[config.mk]
export PLATFORM = sky130hd
export DESIGN_NAME = fight_round_ctrl_flat
export DESIGN_NICKNAME = d
export VERILOG_FILES = /design/src/rtl/fight_round_ctrl_pkg.sv /design/src/rtl/fight_round_ctrl_if.sv /design/src/rtl/fight_round_ctrl_hit_gate.sv /design/src/rtl/fight_round_ctrl.sv /design/src/flat_wrapper.sv
export SDC_FILE = /design/constraint.sdc
export NUM_CORES = 1
export LEC_CHECK = 0
export BUFFER_PORTS_ARGS = -buffer_cell sky130_fd_sc_hd__buf_2
export CAP_MARGIN = 20
export CELL_PAD_IN_SITES_DETAIL_PLACEMENT = 1
export CELL_PAD_IN_SITES_GLOBAL_PLACEMENT = 2
export CORE_UTILIZATION = 33
export DETAILED_ROUTE_END_ITERATION = 7
export PLACE_DENSITY = 0.88
export SETUP_SLACK_MARGIN = 0.4
export SLEW_MARGIN = 20
export SYNTH_ARGS = -nofsm -noshare
export SYNTH_HDL_FRONTEND = slang
export SYNTH_SLANG_ARGS = --single-unit
export TNS_END_PERCENT = 20
[constraint.sdc]
create_clock -name frame_clk -period 3.52 [get_ports frame_clk]
set_input_delay 0.352 -clock frame_clk [delete_from_list [all_inputs] [get_ports frame_clk]]
set_output_delay 0.352 -clock frame_clk [all_outputs]
set_load 0.01 [all_outputs]
[src/rtl/fight_round_ctrl_pkg.sv]
// Shared types, widths and arithmetic helpers for the fight round sequencer.
package fight_pkg;
  typedef enum logic [2:0] {IDLE, COUNTDOWN, FIGHT, ROUND_END, MATCH_END} state_t;
  typedef enum logic [1:0] {NONE, P1, P2, DRAW} who_t;

  localparam int HP_W  = 7;
  localparam int RND_W = 2;
  localparam int SEC_W = 7;

  function automatic logic [HP_W-1:0] hp_sub(logic [HP_W-1:0] hp, logic [HP_W-1:0] dmg);
    return (hp < dmg) ? '0 : hp - dmg;
  endfunction

  function automatic logic [RND_W-1:0] rnd_inc(logic [RND_W-1:0] r);
    return (r == '1) ? r : r + 1'b1;
  endfunction

  // KO and timeout share one rule: a single zero is simply the lower health.
  function automatic who_t judge(logic [HP_W-1:0] h1, logic [HP_W-1:0] h2);
    if (h1 > h2) return P1;
    if (h2 > h1) return P2;
    return DRAW;
  endfunction
endpackage

[src/rtl/fight_round_ctrl_if.sv]
// Game-side control and HUD bus of the round sequencer.
interface fight_round_ctrl_if import fight_pkg::*; ();
  logic              start;
  logic              p1_hit;
  logic              p2_hit;
  logic              move_en;
  logic              pos_reset;
  state_t            state;
  logic [HP_W-1:0]   p1_health;
  logic [HP_W-1:0]   p2_health;
  logic [RND_W-1:0]  p1_rounds;
  logic [RND_W-1:0]  p2_rounds;
  logic [SEC_W-1:0]  round_sec;
  who_t              round_winner;
  who_t              match_winner;

  modport master (
    output start, p1_hit, p2_hit,
    input  move_en, pos_reset, state, p1_health, p2_health, p1_rounds, p2_rounds,
           round_sec, round_winner, match_winner
  );
  modport slave (
    input  start, p1_hit, p2_hit,
    output move_en, pos_reset, state, p1_health, p2_health, p1_rounds, p2_rounds,
           round_sec, round_winner, match_winner
  );
endinterface

[src/rtl/fight_round_ctrl_hit_gate.sv]
// Per-attacker hit acceptance with a post-hit cooldown.
module hit_gate #(
  parameter int COOLDOWN = 30
) (
  input  logic frame_clk,
  input  logic Reset,
  input  logic enable,
  input  logic hit,
  output logic accept
);
  localparam int CD_W = $clog2(COOLDOWN + 1);

  logic [CD_W-1:0] cd;

  assign accept = enable & hit & (cd == '0);

  // The accepting frame is the first cooldown frame, so the next hit lands COOLDOWN frames later.
  always_ff @(posedge frame_clk or posedge Reset) begin
    if (Reset)            cd <= '0;
    else if (accept)      cd <= CD_W'(COOLDOWN - 1);
    else if (cd != '0)    cd <= cd - 1'b1;
  end
endmodule

[src/rtl/fight_round_ctrl.sv]
// Match/round sequencer: countdown, round clock, health, round wins and match result.
module fight_round_ctrl import fight_pkg::*; #(
  parameter int HEALTH_MAX       = 100,
  parameter int HIT_DAMAGE       = 10,
  parameter int HIT_COOLDOWN     = 30,
  parameter int COUNTDOWN_FRAMES = 180,
  parameter int FRAMES_PER_SEC   = 60,
  parameter int ROUND_SECONDS    = 60,
  parameter int KO_HOLD_FRAMES   = 120,
  parameter int ROUNDS_TO_WIN    = 2
) (
  input logic               frame_clk,
  input logic               Reset,
  fight_round_ctrl_if.slave bus
);
  localparam int FRAME_MAX = (COUNTDOWN_FRAMES > KO_HOLD_FRAMES)
                           ? ((COUNTDOWN_FRAMES > FRAMES_PER_SEC) ? COUNTDOWN_FRAMES : FRAMES_PER_SEC)
                           : ((KO_HOLD_FRAMES > FRAMES_PER_SEC) ? KO_HOLD_FRAMES : FRAMES_PER_SEC);
  localparam int CNT_W = $clog2(FRAME_MAX + 1);

  localparam logic [HP_W-1:0]  HP_FULL = HP_W'(HEALTH_MAX);
  localparam logic [HP_W-1:0]  HP_DMG  = HP_W'(HIT_DAMAGE);
  localparam logic [SEC_W-1:0] SEC_RLD = SEC_W'(ROUND_SECONDS);
  localparam logic [RND_W-1:0] RND_WIN = RND_W'(ROUNDS_TO_WIN);
  localparam logic [CNT_W-1:0] CD_LAST = CNT_W'(COUNTDOWN_FRAMES - 1);
  localparam logic [CNT_W-1:0] SEC_LAST = CNT_W'(FRAMES_PER_SEC - 1);
  localparam logic [CNT_W-1:0] KO_LAST = CNT_W'(KO_HOLD_FRAMES - 1);

  state_t            state_q, state_d;
  logic [CNT_W-1:0]  cnt_q, cnt_d;
  logic [HP_W-1:0]   hp1_q, hp1_d, hp2_q, hp2_d, hp1_hit, hp2_hit;
  logic [RND_W-1:0]  rnd1_q, rnd1_d, rnd2_q, rnd2_d;
  logic [SEC_W-1:0]  sec_q, sec_d;
  who_t              rwin_q, rwin_d, win;
  logic              pos_rst_q, pos_rst_d;
  logic              start_q, start_rise;
  logic              tick, timeout, ko;
  logic [1:0]        acc;

  assign start_rise = bus.start & ~start_q;

  // acc[0]: P1 attacking P2, acc[1]: P2 attacking P1.
  hit_gate #(.COOLDOWN(HIT_COOLDOWN)) u_hit_gate [1:0] (
    .frame_clk (frame_clk),
    .Reset     (Reset),
    .enable    (state_q == FIGHT),
    .hit       ({bus.p2_hit, bus.p1_hit}),
    .accept    (acc)
  );

  assign hp2_hit = acc[0] ? hp_sub(hp2_q, HP_DMG) : hp2_q;
  assign hp1_hit = acc[1] ? hp_sub(hp1_q, HP_DMG) : hp1_q;

  // Round ends on the killing frame, judged on post-hit health.
  assign tick    = (cnt_q == SEC_LAST);
  assign timeout = tick && (sec_q <= SEC_W'(1));
  assign ko      = (hp1_hit == '0) || (hp2_hit == '0);
  assign win     = judge(hp1_hit, hp2_hit);

  always_comb begin
    state_d   = state_q;
    cnt_d     = cnt_q;
    hp1_d     = hp1_hit;
    hp2_d     = hp2_hit;
    rnd1_d    = rnd1_q;
    rnd2_d    = rnd2_q;
    sec_d     = sec_q;
    rwin_d    = rwin_q;
    pos_rst_d = 1'b0;
    case (state_q)
      IDLE, MATCH_END: begin
        if (start_rise) begin
          state_d   = COUNTDOWN;
          cnt_d     = '0;
          hp1_d     = HP_FULL;
          hp2_d     = HP_FULL;
          rnd1_d    = '0;
          rnd2_d    = '0;
          sec_d     = SEC_RLD;
          rwin_d    = NONE;
          pos_rst_d = 1'b1;
        end
      end
      COUNTDOWN: begin
        if (cnt_q == CD_LAST) begin
          state_d = FIGHT;
          cnt_d   = '0;
          sec_d   = SEC_RLD;
        end else begin
          cnt_d = cnt_q + 1'b1;
        end
      end
      FIGHT: begin
        if (tick) begin
          cnt_d = '0;
          sec_d = (sec_q == '0) ? '0 : sec_q - 1'b1;
        end else begin
          cnt_d = cnt_q + 1'b1;
        end
        if (ko || timeout) begin
          state_d = ROUND_END;
          cnt_d   = '0;
          rwin_d  = win;
          if (win == P1) rnd1_d = rnd_inc(rnd1_q);
          if (win == P2) rnd2_d = rnd_inc(rnd2_q);
        end
      end
      ROUND_END: begin
        if (cnt_q == KO_LAST) begin
          cnt_d = '0;
          if (rnd1_q == RND_WIN || rnd2_q == RND_WIN) begin
            state_d = MATCH_END;
          end else begin
            state_d   = COUNTDOWN;
            hp1_d     = HP_FULL;
            hp2_d     = HP_FULL;
            pos_rst_d = 1'b1;
          end
        end else begin
          cnt_d = cnt_q + 1'b1;
        end
      end
      default: state_d = IDLE;
    endcase
  end

  always_ff @(posedge frame_clk or posedge Reset) begin
    if (Reset) begin
      state_q   <= IDLE;
      cnt_q     <= '0;
      hp1_q     <= HP_FULL;
      hp2_q     <= HP_FULL;
      rnd1_q    <= '0;
      rnd2_q    <= '0;
      sec_q     <= SEC_RLD;
      rwin_q    <= NONE;
      pos_rst_q <= 1'b0;
      start_q   <= 1'b0;
    end else begin
      state_q   <= state_d;
      cnt_q     <= cnt_d;
      hp1_q     <= hp1_d;
      hp2_q     <= hp2_d;
      rnd1_q    <= rnd1_d;
      rnd2_q    <= rnd2_d;
      sec_q     <= sec_d;
      rwin_q    <= rwin_d;
      pos_rst_q <= pos_rst_d;
      start_q   <= bus.start;
    end
  end

  assign bus.state        = state_q;
  assign bus.move_en      = (state_q == FIGHT);
  assign bus.pos_reset    = pos_rst_q;
  assign bus.p1_health    = hp1_q;
  assign bus.p2_health    = hp2_q;
  assign bus.p1_rounds    = rnd1_q;
  assign bus.p2_rounds    = rnd2_q;
  assign bus.round_sec    = sec_q;
  assign bus.round_winner = rwin_q;
  assign bus.match_winner = (state_q != MATCH_END) ? NONE
                          : (rnd1_q == RND_WIN)   ? P1
                          : (rnd2_q == RND_WIN)   ? P2 : NONE;
endmodule
[src/flat_wrapper.sv]
// flat-port wrapper written by rule: the top's interface ports become plain ports
module fight_round_ctrl_flat import fight_pkg::*;
#(
  parameter int HEALTH_MAX       = 100,
  parameter int HIT_DAMAGE       = 10,
  parameter int HIT_COOLDOWN     = 30,
  parameter int COUNTDOWN_FRAMES = 180,
  parameter int FRAMES_PER_SEC   = 60,
  parameter int ROUND_SECONDS    = 60,
  parameter int KO_HOLD_FRAMES   = 120,
  parameter int ROUNDS_TO_WIN    = 2
)
  (frame_clk, Reset, bus_start, bus_p1_hit, bus_p2_hit, bus_move_en, bus_pos_reset, bus_state, bus_p1_health, bus_p2_health, bus_p1_rounds, bus_p2_rounds, bus_round_sec, bus_round_winner, bus_match_winner);
  fight_round_ctrl_if bus_i ();
  input logic frame_clk;
  input logic Reset;
  input wire logic [$bits(bus_i.start)-1:0] bus_start;
  input wire logic [$bits(bus_i.p1_hit)-1:0] bus_p1_hit;
  input wire logic [$bits(bus_i.p2_hit)-1:0] bus_p2_hit;
  output wire logic [$bits(bus_i.move_en)-1:0] bus_move_en;
  output wire logic [$bits(bus_i.pos_reset)-1:0] bus_pos_reset;
  output wire logic [$bits(bus_i.state)-1:0] bus_state;
  output wire logic [$bits(bus_i.p1_health)-1:0] bus_p1_health;
  output wire logic [$bits(bus_i.p2_health)-1:0] bus_p2_health;
  output wire logic [$bits(bus_i.p1_rounds)-1:0] bus_p1_rounds;
  output wire logic [$bits(bus_i.p2_rounds)-1:0] bus_p2_rounds;
  output wire logic [$bits(bus_i.round_sec)-1:0] bus_round_sec;
  output wire logic [$bits(bus_i.round_winner)-1:0] bus_round_winner;
  output wire logic [$bits(bus_i.match_winner)-1:0] bus_match_winner;
  assign bus_i.start = bus_start;
  assign bus_i.p1_hit = bus_p1_hit;
  assign bus_i.p2_hit = bus_p2_hit;
  assign bus_move_en = bus_i.move_en;
  assign bus_pos_reset = bus_i.pos_reset;
  assign bus_state = bus_i.state;
  assign bus_p1_health = bus_i.p1_health;
  assign bus_p2_health = bus_i.p2_health;
  assign bus_p1_rounds = bus_i.p1_rounds;
  assign bus_p2_rounds = bus_i.p2_rounds;
  assign bus_round_sec = bus_i.round_sec;
  assign bus_round_winner = bus_i.round_winner;
  assign bus_match_winner = bus_i.match_winner;
  fight_round_ctrl #(.HEALTH_MAX(HEALTH_MAX), .HIT_DAMAGE(HIT_DAMAGE), .HIT_COOLDOWN(HIT_COOLDOWN), .COUNTDOWN_FRAMES(COUNTDOWN_FRAMES), .FRAMES_PER_SEC(FRAMES_PER_SEC), .ROUND_SECONDS(ROUND_SECONDS), .KO_HOLD_FRAMES(KO_HOLD_FRAMES), .ROUNDS_TO_WIN(ROUNDS_TO_WIN)) u_core (.frame_clk(frame_clk), .Reset(Reset), .bus(bus_i));
endmodule
==> qor.txt <==
Startpoint Class -> flip-flop
# setup viols final -> 0
register area share after synthesis -> 0.394
Critical Path RT -> 3.72 ns
DR vias/cell -> 5.45
htree depth -> 2
Post-Syn Area -> 3210 um^2
count of pins over their slew limit -> 0
DRT Pass-1 Iters -> 4
Max clock buf depth -> 2
Yosys top cell area share -> 0.312
Max Cap Viol -> 0
I/O Buffers -> 38
Arr. time, crit path -> 3.64 ns
residual DRC count -> 0
P&R area growth vs syn -> 26.4%
relative max-transition margin -> 0.500
total number of vias -> 2,978
total gr overflow -> 0
Mapped Cells -> 352
total CTS buffers -> 5
gr usage total -> 0.195
crit path buf inv count -> 2
placement row count -> 35
IO Pins -> 39
wire per inst -> 16.9 um
worst hold path class -> in -> async
Final ANT Viol Nets -> 0
Period Utilization, post-route -> 0.976
die footprint -> 10,100 um^2
min cycle time layout -> 3.44 ns
Synth cell types -> 65
Sink Count -> 50
Max VDD drop -> 0.417 mV
first-pass GRT wire length -> 15.5 mm
Hold Slack -> 0.147 ns
largest fanout on the critical path -> 6
post-route cell area -> 4060 um^2
top_reg_cell synth -> dfrtp_1
Net Count, Synth -> 376
initial antenna violation count -> 0
status -> finished clean
Tightest Pin Transition -> 0.744 ns
Post-synth ARST share -> 1.00
average size of a mapped cell -> 9.11 um^2
Power Density -> 887 nW/um^2
RSZ-0062 raised after global routing -> yes
DR iter-0 viols -> 102
max frequency -> 291 MHz
vias in the first global route -> 3,044
placed cell area -> 3700 um^2
synth top area cells -> dfrtp_1 (31%), dfstp_2 (8.2%), ha_1 (7.4%)
CP top delay family -> compound AO/OA/AOI/OAI gates
GP Congestion -> 0.898
share of cells above drive strength 1 -> 0.300
largest net degree at the start of global routing -> 32
CTS tree -> yes
Die Span X -> 101 um
Most Frequent Cell on Critical Path -> ha_4
Leakage -> 1.78 nW
yosys warns -> 0
clock skew -> 0.00974 ns
EDFF count, synth -> 0
total negative slack -> 0 ns
critical path class -> reg -> reg
total wire length -> 9.24 mm
dpl hpwl -> 6.76 mm
Die Ht -> 101 um
final hold vios -> 0
initial cell density of the core -> 0.344
clock latency on the worst-skew pair -> 0.31 ns
largest area contributor in the netlist -> dfrtp_1
Ant. Diodes -> 0
Yosys reg bits -> 50
Clock Tree Root -> clkbuf_8
endpoint class of the critical path -> flip-flop
CP Cell Sequence -> inv_2, ha_4, or4b_4, a211o_1, o31ai_4, ha_4, buf_6, a221oi_4, o21ai_2, nor3_2, o21a_1, o211ai_2, mux2_4
slowest stage cell on the critical path -> or4b_4
placeable core area -> 9330 um^2
Worst path max stage delay -> 0.54 ns
fin nets -> 440
CTS clock-pin slew for the worst setup and hold paths -> 0.10 ns
## synthesized netlist by cell type (2+ instances only)
master / count
or4_1: 2
o211ai_1: 5
a221oi_1: 2
o21ai_0: 24
nor3_1: 10
o2bb2ai_1: 2
o22ai_1: 4
clkbuf_1: 6
nand2_1: 34
nand4_1: 7
a21oi_1: 19
o211a_1: 2
nand2b_1: 6
nor4_1: 3
inv_1: 23
nor4b_2: 3
or3_1: 5
and2_1: 6
o31ai_1: 7
and3_1: 2
dfstp_2: 10
mux2i_1: 5
nor2b_1: 3
mux2_1: 2
or4bb_1: 2
nor3b_1: 3
o31a_1: 3
ha_1: 19
xor2_1: 4
or4b_1: 2
xnor2_1: 2
dfrtp_1: 40
a22o_1: 2
a31oi_1: 4
nor2_1: 33
o21a_1: 6
or2_2: 2
nand3_1: 10
a32o_1: 2
## layout make-up
cell class              instances  area, um^2
well taps                     129         161
repair buffers                 65         400
inverters                      25         106
flip-flops and latches         50        1260
multi-input cells             269        2010
fillers                      1102        5270
clock buffers                   8         110
## power breakdown
| part | switching (W) | leakage, nW | internal, W | total (W) |
|---|---|---|---|---|
| Combinational | 0.00117 | 1.11 | 0.000944 | 0.00211 |
| Sequential | 0.000256 | 0.615 | 0.000824 | 0.00108 |
| Clock | 0.000203 | 0.0575 | 0.000199 | 0.000402 |
| Total | 0.00163 | 1.78 | 0.00197 | 0.00360 |
## kinds of logic after synthesis
kind of cell,count (synthesis),share of synthesized area
and+or+nand+nor,138,0.233
AOI/OAI and AO/OA,96,0.205
DFF,50,0.394
buffers and inverters,33,0.0417
adders and majority gates,20,0.0772
muxes,9,0.0332
xor gates and xnor gates,6,0.0164
## path summary, 6_finish.rpt
| kind | startpoint | endpoint | slack (ns) | depth (start not counted) |
|---|---|---|---|---|
| worst min-delay path | Reset | u_core.bus.p2_rounds[1] | 0.15 | 2 |
| min in group frame_clk | bus_start | u_core.start_q | 0.16 | 1 |
| worst max register to register | u_core.u_hit_gate[1].cd[1] | u_core.bus.p2_rounds[1] | 0.08 | 13 |
| worst max-delay path | u_core.u_hit_gate[1].cd[1] | u_core.bus.p2_rounds[1] | 0.08 | 13 |
| worst min register to register | u_core.cnt_q[1] | u_core.cnt_q[1] | 0.51 | 2 |
| max in group asynchronous | Reset | u_core.bus.p1_health[6] | 2.57 | 3 |
## sequential cells by signal, indices dropped and copies added (netlist names)
name	count
u_core.bus.round_winner	2
u_core.bus.pos_reset	1
u_core.bus.p2_rounds	2
u_core.bus.p2_health	7
u_core.start_q	1
u_core.u_hit_gate.cd	10
u_core.bus.p1_rounds	2
u_core.bus.round_sec	7
u_core.bus.state	3
u_core.cnt_q	8
u_core.bus.p1_health	7
## layer usage
metal	vias to the layer above	wire, um	global-route usage
li1	1411	-	-
met1	1511	4160	0.247
met2	46	4650	0.336
met3	10	300	0.0381
met4	0	127	0.0602
met5	-	0	0
## stage by stage
| stage | power (W) | setup slack (ns) | util | instances |
|---|---|---|---|---|
| 2_1_floorplan | 0.00226 | 0.170 | - | 352 |
| 3_3_place_gp | 0.00278 | 0.126 | 0.396 | 528 |
| 3_5_place_dp | 0.00287 | -0.0920 | 0.396 | 528 |
| 4_1_cts | 0.00347 | 0.107 | 0.422 | 542 |
| 5_1_grt | 0.00391 | -0.0459 | 0.435 | 546 |
| 6_report | 0.00360 | 0.0845 | 0.435 | 546 |
## placed cells by master, fill, tap and decap left out, types with 7 or more instances in the layout
cell type / instances
dfrtp_1: 40
buf_2: 38
nand2_1: 34
nor2_1: 33
buf_4: 25
o21ai_0: 22
inv_1: 19
a21oi_1: 19
ha_1: 16
nand3_1: 10
dfstp_2: 10
nor3_1: 9
clkbuf_8: 8
nand4_1: 7
## what timing repair did
action / CTS / global route
gates resized for setup: 18 / 14
setup endpoints to repair: 14 / 16
pin swaps: 9 / 10
hold buffers: 0 / 0
buffers inserted: 6 / 4
Note: power is estimated with default switching activity, not from simulation.
